File: src/rtl/router_lut_stream.sv
// Associative destination-to-port routing table with a setup path that programs entries
// and a valid/ready route path that returns a registered port/hit result one cycle after accept.
module router_lut_stream #(
  parameter int ADDR_W       = 8,
  parameter int PORT_W       = 2,
  parameter int DEPTH        = 8,
  parameter int DEFAULT_PORT = 0
) (
  input  logic                         clk,
  input  logic                         reset,
  input  logic                         setup,
  input  logic                         clr,
  input  logic                         in_valid,
  output logic                         in_ready,
  input  logic [ADDR_W-1:0]            Address,
  input  logic [PORT_W-1:0]            p,
  output logic                         out_valid,
  input  logic                         out_ready,
  output logic [PORT_W-1:0]            Port,
  output logic                         hit,
  output logic [$clog2(DEPTH+1)-1:0]   count,
  output logic                         full
);

  localparam int                 CNT_W     = $clog2(DEPTH + 1);
  localparam int                 IDX_W     = $clog2(DEPTH);
  localparam logic [PORT_W-1:0]  DEF_PORT  = PORT_W'(DEFAULT_PORT);
  localparam logic [CNT_W-1:0]   DEPTH_CNT = CNT_W'(DEPTH);
  localparam logic [IDX_W-1:0]   LAST_IDX  = IDX_W'(DEPTH - 1);

  logic [DEPTH-1:0]  valid_r;
  logic [ADDR_W-1:0] addr_r [DEPTH];
  logic [PORT_W-1:0] port_r [DEPTH];
  logic [CNT_W-1:0]  count_r;
  logic              full_r;
  logic [IDX_W-1:0]  rp_r;
  logic              out_valid_r;
  logic [PORT_W-1:0] out_port_r;
  logic              hit_r;

  logic [DEPTH-1:0]  match_s;
  logic              match_any_s;
  logic [IDX_W-1:0]  match_idx_s;
  logic [IDX_W-1:0]  free_idx_s;
  logic [PORT_W-1:0] lookup_port_s;
  logic              in_ready_s;
  logic              accept_s;
  logic              route_acc_s;
  logic              wr_en_s;
  logic [IDX_W-1:0]  wr_idx_s;
  logic              cnt_inc_s;
  logic              rp_adv_s;
  logic [IDX_W-1:0]  rp_next_s;

  // Handshake: clear blocks intake; otherwise accept whenever the result slot can move.
  always_comb begin
    in_ready_s  = ~clr & (~out_valid_r | out_ready);
    accept_s    = in_valid & in_ready_s;
    route_acc_s = accept_s & ~setup;
  end

  // Parallel address compare against every valid entry.
  always_comb begin
    match_s = '0;
    for (int i = 0; i < DEPTH; i++) begin
      match_s[i] = valid_r[i] & (addr_r[i] == Address);
    end
    match_any_s = |match_s;
  end

  // Lowest-index encoders for the matching entry and the first free slot.
  always_comb begin
    match_idx_s = '0;
    free_idx_s  = '0;
    for (int i = DEPTH - 1; i >= 0; i--) begin
      match_idx_s = match_s[i]  ? IDX_W'(i) : match_idx_s;
      free_idx_s  = ~valid_r[i] ? IDX_W'(i) : free_idx_s;
    end
    lookup_port_s = match_any_s ? port_r[match_idx_s] : DEF_PORT;
  end

  // Setup write target: update in place, else fill a free slot, else evict round-robin.
  always_comb begin
    wr_en_s   = 1'b0;
    wr_idx_s  = '0;
    cnt_inc_s = 1'b0;
    rp_adv_s  = 1'b0;
    rp_next_s = (rp_r == LAST_IDX) ? '0 : rp_r + IDX_W'(1);
    if (accept_s && setup) begin
      wr_en_s = 1'b1;
      if (match_any_s) begin
        wr_idx_s = match_idx_s;
      end else if (!full_r) begin
        wr_idx_s  = free_idx_s;
        cnt_inc_s = 1'b1;
      end else begin
        wr_idx_s = rp_r;
        rp_adv_s = 1'b1;
      end
    end else begin
      wr_en_s = 1'b0;
    end
  end

  // Table storage.
  always_ff @(posedge clk or negedge reset) begin
    if (!reset) begin
      valid_r <= '0;
      for (int i = 0; i < DEPTH; i++) begin
        addr_r[i] <= '0;
        port_r[i] <= '0;
      end
    end else if (clr) begin
      valid_r <= '0;
    end else if (wr_en_s) begin
      valid_r[wr_idx_s] <= 1'b1;
      addr_r[wr_idx_s]  <= Address;
      port_r[wr_idx_s]  <= p;
    end
  end

  // Occupancy and replacement pointer.
  always_ff @(posedge clk or negedge reset) begin
    if (!reset) begin
      count_r <= '0;
      full_r  <= 1'b0;
      rp_r    <= '0;
    end else if (clr) begin
      count_r <= '0;
      full_r  <= 1'b0;
      rp_r    <= '0;
    end else begin
      if (cnt_inc_s) begin
        count_r <= count_r + CNT_W'(1);
        full_r  <= ((count_r + CNT_W'(1)) == DEPTH_CNT);
      end
      if (rp_adv_s) begin
        rp_r <= rp_next_s;
      end
    end
  end

  // Result register; clear does not disturb a pending result.
  always_ff @(posedge clk or negedge reset) begin
    if (!reset) begin
      out_valid_r <= 1'b0;
      out_port_r  <= DEF_PORT;
      hit_r       <= 1'b0;
    end else if (route_acc_s) begin
      out_valid_r <= 1'b1;
      out_port_r  <= lookup_port_s;
      hit_r       <= match_any_s;
    end else if (out_ready) begin
      out_valid_r <= 1'b0;
    end
  end

  assign in_ready  = in_ready_s;
  assign out_valid = out_valid_r;
  assign Port      = out_port_r;
  assign hit       = hit_r;
  assign count     = count_r;
  assign full      = full_r;

endmodule
File: config.mk
export PLATFORM = sky130hd
export DESIGN_NAME = router_lut_stream
export DESIGN_NICKNAME = d
export VERILOG_FILES = /design/src/rtl/router_lut_stream.sv
export SDC_FILE = /design/constraint.sdc
export NUM_CORES = 1
export LEC_CHECK = 0
export CORE_MARGIN = 2
export CORE_UTILIZATION = 65
export CTS_CLUSTER_DIAMETER = 100
export DETAILED_ROUTE_END_ITERATION = 10
export PLACE_DENSITY = 0.85
export SLEW_MARGIN = 20
export SYNTH_ARGS = -nofsm -noshare
export SYNTH_HDL_FRONTEND = slang
export SYNTH_SLANG_ARGS = --single-unit
File: constraint.sdc
create_clock -name clk -period 4.8 [get_ports clk]
set_clock_uncertainty 0.05 [all_clocks]
set_input_delay 0.96 -clock clk [delete_from_list [all_inputs] [get_ports clk]]
set_output_delay 0.96 -clock clk [all_outputs]
set_load 0.05 [all_outputs]
=== Word-level counts from Yosys, hierarchy flattened ===
Cells that the tools add are included.

* Register bits after elaboration: 100
* Latch bits: 0
* Bits in writable memories: 0
* ROM bits: 0
* Input port bits: 16
* Output and inout port bits: 10
* Memories: 0

* Add/subtract/negate cells: 2
* $mul: 0
* Divide/modulo/power cells: 0
* Order comparisons: 5
* Equal/unequal tests: 10
* Shifts and indexed selects: 0
* Muxes and demuxes: 49
* Bitwise operators: 18
* Reductions and logical operators: 9

{| class="wikitable"
|+ Operators with widths
! cell !! count
|-
| 3-bit 2-to-1 mux || 22
|-
| 64-bit bitwise mux || 1
|-
| 8-bit equality test || 8
|-
| 8-bit demux with 3-bit select || 1
|-
| 8-bit 2-to-1 mux || 3
|-
| 16-bit bitwise mux || 1
|-
| 1-bit 2-to-1 mux || 12
|-
| 1-bit bitwise AND || 11
|-
| 4-bit >= comparator, second input constant || 2
|-
| 2-bit 2-to-1 mux || 4
|-
| 4-bit 2-to-1 mux || 2
|-
| 3-bit inverter with 4-bit output || 2
|-
| 8-bit OR || 1
|-
| 2-bit nonzero test || 4
|-
| 8-bit OR reduction || 1
|-
| 2-bit binary-select mux with 3-bit select || 1
|-
| 2-bit demux with 3-bit select || 1
|-
| 4-bit by 1-bit adder with 4-bit output, second input constant || 1
|-
| 4-bit equality test, second input constant || 1
|-
| 3-bit by 4-bit < comparator with 1-bit output, second input constant || 1
|-
| 4-bit by 1-bit < comparator with 1-bit output, second input constant || 1
|-
| 3-bit by 1-bit adder with 3-bit output, second input constant || 1
|-
| 1-bit demux with 3-bit select || 1
|-
| 3-bit equality test, second input constant || 1
|-
| other kinds (5) || 9
|}

=== Logic depth before layout (Yosys ltp) ===
* Depth after elaboration: 19
* Depth in mapped cells: 12

=== Worst setup path before layout ===
Ideal clock, no wire load.

* Path type: in2reg
* Start point: input port out_ready
* End point: register addr_r[57] in the netlist's numbering
* Library setup time: 0.125 ns
* Arrival: 3.250 ns
* Required time: 4.625 ns
* Path slack: 1.376 ns
* Stages: 9
* Path buffers: 1
* Cells stage by stage: inv_1 -> a21oi_1 -> nand3_1 -> nor2_1 -> o21a_1 -> nor2_1 -> nand4_1 -> buf_2 -> mux2_2

* Longest elaborated chain between the ends: 11
* Elaborated cells between the ends (all ways): 14

{| class="wikitable"
|+ RTL lines
! element !! RTL line !! RTL
|-
| start, declared || 18 || <nowiki>input logic out_ready,</nowiki>
|-
| 1-bit OR * || 57 || <nowiki>in_ready_s = ~clr & (~out_valid_r | out_ready);</nowiki>
|-
| 1-bit bitwise AND * || 57 ||
|-
| net in_ready || 14 || <nowiki>output logic in_ready,</nowiki>
|-
| 1-bit bitwise AND * || 58 || <nowiki>accept_s = in_valid & in_ready_s;</nowiki>
|-
| 1-bit logical AND * || 89 || <nowiki>if (accept_s && setup) begin</nowiki>
|-
| 3-bit 2-to-1 mux || 89 ||
|-
| 3-bit inverter with 4-bit output (implied by the code) || 117 || <nowiki>addr_r[wr_idx_s] <= Address;</nowiki>
|-
| 4-bit >= comparator (implied by the code) / 4-bit by 1-bit < comparator with 1-bit output (equally long branches) || 117 ||
|-
| 1-bit logical AND (implied by the code) || 117 ||
|-
| 8-bit 2-to-1 mux (implied by the code) || 117 ||
|-
| 8-bit demux with 3-bit select || 117 ||
|-
| 64-bit bitwise mux || 117 ||
|-
| end signal, assigned by index || 117 ||
|-
| end, declared || 32 || <nowiki>logic [ADDR_W-1:0] addr_r [DEPTH];</nowiki>
|}

The timed path passes the listed nets; every way through them passes the cells marked *.
A chain may end at the register's enable or synchronous reset.

=== Worst setup path in the final report ===
* Start point: input port Address[4]
* End point: register port_r[5] in the netlist's numbering

* Longest elaborated chain between the ends: 18
* Elaborated cells between the ends (all ways): 34

{| class="wikitable"
|+ RTL lines
! element !! RTL line !! RTL
|-
| start, declared || 15 || <nowiki>input logic [ADDR_W-1:0] Address,</nowiki>
|-
| 8-bit equality test || 66 || <nowiki>match_s[i] = valid_r[i] & (addr_r[i] == Address);</nowiki>
|-
| 1-bit bitwise AND || 66 ||
|-
| 3-bit 2-to-1 mux (8 in a row) || 76 || <nowiki>match_idx_s = match_s[i] ? IDX_W'(i) : match_idx_s;</nowiki>
|-
| 3-bit 2-to-1 mux * || 91 || <nowiki>if (match_any_s) begin</nowiki>
|-
| 3-bit 2-to-1 mux * || 89 ||
|-
| 3-bit inverter with 4-bit output (implied by the code) * || 118 || <nowiki>port_r[wr_idx_s] <= p;</nowiki>
|-
| 4-bit >= comparator (implied by the code) / 4-bit by 1-bit < comparator with 1-bit output (equally long branches) || 118 ||
|-
| 1-bit logical AND (implied by the code) || 118 ||
|-
| 2-bit 2-to-1 mux (implied by the code) || 118 ||
|-
| 2-bit demux with 3-bit select * || 118 ||
|-
| 16-bit bitwise mux * || 118 ||
|-
| end signal, assigned by index || 118 ||
|-
| end, declared || 33 || <nowiki>logic [PORT_W-1:0] port_r [DEPTH];</nowiki>
|}

Mark *: on every way between the ends. The rest lies on a longest branch, timed or not.

==> impl_metrics.ini <==
[global_route]
met1_usage = 0.348
grt-busiest-layer = met2
grt_pass1_wl_um = 17000
grt_util_met3 = 0.0513
antenna_found_initial = 0
grt_usage = 0.257
grt_pass1_vias = 3388
overflow = 0
use_met2 = 0.423
grt_max_degree = 81

[worst_setup_path]
cp_top_family = simple AND/OR/NAND/NOR gates
critical_path_class = primary input to flop
critPathLaunchType = primary input
critPathMaxFanout = 11
crit_buf_inv = 2
timing.rr.start = addr_r[7]
crit_start = Address[4]
cp.arrival_ns = 4.38
reg2reg_setup_slack_ns = 1.66
slowest_stage = clkdlybuf4s50_1
worst-path-stages = 11
critPathCaptureType = flop
slowest_delay_ns = 0.74
r2r_cells = 9
r2r-end = port_r[5]
crit_chain = clkdlybuf4s50_1 > buf_4 > xnor2_1 > nand4_1 > nor4_4 > nor4_4 > nand3_1 > a21o_1 > a21oi_4 > nand3_1 > mux2_1
worstPathRequired_ns = 5.01
crit_path_end = port_r[5]

[sta]
timing_hold_violations_final = 0
slew_viol_final = 0
finalCriticalPeriod_ns = 4.18
fin_tns_setup_ns = 0
tightest_slew_ns = 0.714
rsz0062_at_grt = no
fmax_ghz = 0.240
finalSetupViolCount = 0
period_share = 0.870
max_slew_margin = 0.520

[clock_network]
cts_buffers = 9
post_cts_buffers = 0
htree_levels = 3
cts_resized = 0
clock_sinks = 100
clk-insertion-delay-late_ns = 0.37
cts_tree = yes
cts_root_buf = clkbuf_8
hold_buffers = 0
cts.clk_slew.worst_paths_ns = 0.10
cts_buffer_depth = 2

[flow_run]
max-cap-violations = 0

[floorplanning]
die_w_um = 92.9
initial_core_util = 0.668
fp.dieH_um = 92.9
ios = 26
dieArea_um2 = 8630
num_rows = 32
core_area_um2 = 7690

[yosys]
synth_fa_ha_area_frac = 0.00974
synthMuxAreaShare = 0.188
synth_compound_area_frac = 0.0524
synth-xor-area-share = 0.111
avgSynthCellArea_um2 = 12.0
yosysSeqAreaShare = 0.487
synth-simple-area-share = 0.114
syn_inst = 428
synth_seq_cells = 100
synth_nets = 448
synth_top_family_by_area = multiplexers
synth.distinct_cells = 43
yosys_warnings = 0
synth_area_um2 = 5140

[layout]
final-seq-area_um2 = 2500
multi_input_area_um2 = 2440
drive_above_1_share = 0.235
n_fill_cell = 538
area_delta_synth_final_pct = 11.2
diodes = 0
nets = 475

[run_status]
status = completed

[worst_hold_path]
min-delay-start = port_r[4]
hp-class = flop to flop

[detailed_routing]
via_count = 3274
drc_errors = 0
drt_first_pass_iters = 4
ant_nets = 0
drt_iter0_markers = 129
totalWireLength_um = 10100
viasPerCell = 5.83
wl_per_cell_um = 18.0

[power_and_ir_drop]
vdd_drop_max_mv = 0.192
p_leak_nw = 2.60
finalPower_mw = 1.75
power_density_nw_per_um2 = 307

[place]
place_hpwl_um = 7250
io_buffers = 25
gp_congestion = 0.823
## flip-flops by register name, indices dropped and copies added, names as in the netlist
name       cells
count          4
addr_r        64
full           1
out_valid      1
rp_r           3
hit            1
Port           2
port_r        16
valid_r        8
## synthesized netlist by cell type
master,n,area share
a21boi_0,1,0.0015
a21o_1,2,0.0029
a21oi_1,14,0.014
a21oi_4,1,0.0032
a221oi_1,2,0.0034
a31oi_1,1,0.0012
and3_1,1,0.0012
buf_2,16,0.016
buf_4,6,0.0088
buf_6,2,0.0044
clkbuf_1,2,0.0015
dfrtp_1,100,0.49
ha_1,4,0.0097
inv_1,10,0.0073
mux2_1,23,0.050
mux2_2,60,0.13
mux2i_1,3,0.0058
nand2_1,18,0.013
nand2b_1,9,0.011
nand3_1,13,0.013
nand3b_1,3,0.0044
nand4_1,10,0.012
nor2_1,13,0.0095
nor2_4,1,0.0022
nor2b_1,4,0.0049
nor3_1,8,0.0078
nor3_2,2,0.0039
nor3b_1,2,0.0029
nor4_1,1,0.0012
nor4_2,3,0.0073
nor4_4,4,0.017
o211a_1,1,0.0019
o211ai_1,1,0.0015
o21a_1,1,0.0015
o21ai_0,11,0.011
o21ai_1,1,0.00097
o21ba_2,2,0.0039
o31ai_1,3,0.0044
o41ai_1,1,0.0017
or2_2,1,0.0012
or3_1,2,0.0024
xnor2_1,52,0.089
xor2_1,13,0.022
## routing by layer
metal / up-vias / share of wire / wire length (um)
met1: 1648 / 0.44 / 4440
met2: 69 / 0.49 / 5010
li1: 1540 / - / -
met3: 17 / 0.045 / 458
met5: - / 0 / 0
met4: 0 / 0.022 / 224
## how the worst min path moves through the flow
| stage | to | slack, ns | cells past startpoint |
|---|---|---|---|
| 3_5_place_dp | port_r[3] | 0.44 | 1 |
| 5_1_grt | port_r[4] | 0.48 | 1 |
| 6_report | port_r[4] | 0.47 | 1 |
| 2_1_floorplan | port_r[5] | 0.41 | 1 |
| 4_1_cts | port_r[3] | 0.47 | 1 |
| 3_3_place_gp | port_r[5] | 0.42 | 1 |
## power breakdown
part	internal (mW)	switching, mW	total, mW	leakage [nW]
combinational	0.106	0.115	0.220	1.14
sequential	0.892	0.0327	0.925	1.36
clock	0.296	0.310	0.606	0.102
## layout by cell type, fill, tap and decap left out, types with 13 or more instances in the layout
master           instances
mux2_1                  23
xnor2_1                 52
nor2_1                  13
a21oi_1                 14
dfrtp_1                100
xor2_1                  13
mux2_2                  60
clkdlybuf4s50_1         24
nand3_1                 13
nand2_1                 18
buf_4                   17
## cell type report
| type | count | share of cell area |
|---|---|---|
| tap | 102 | 0.0223 |
| inverter | 10 | 0.00657 |
| timing repair buffer | 42 | 0.0664 |
| clock inverter | 7 | 0.0175 |
| sequential | 100 | 0.438 |
| multi-input combinational | 292 | 0.427 |
| clock buffer | 9 | 0.0217 |
## logic make-up after synthesis
group,count (synthesis)
flops,100
simple gates,95
mux,86
xor+xnor,65
compound gates,42
buf+inv,36
fa+ha+maj,4
## metrics by stage
step	instances	area [um2]	setup slack (ns)	hold WS (ns)	util
2_1_floorplan	428	5140	1.38	0.406	-
3_3_place_gp	546	5480	0.383	0.424	0.713
3_5_place_dp	546	5480	0.288	0.444	0.713
4_1_cts	562	5710	0.660	0.467	0.743
5_1_grt	562	5710	0.432	0.478	0.743
6_report	562	5710	0.625	0.466	0.743
(Power assumes the default switching activity.)
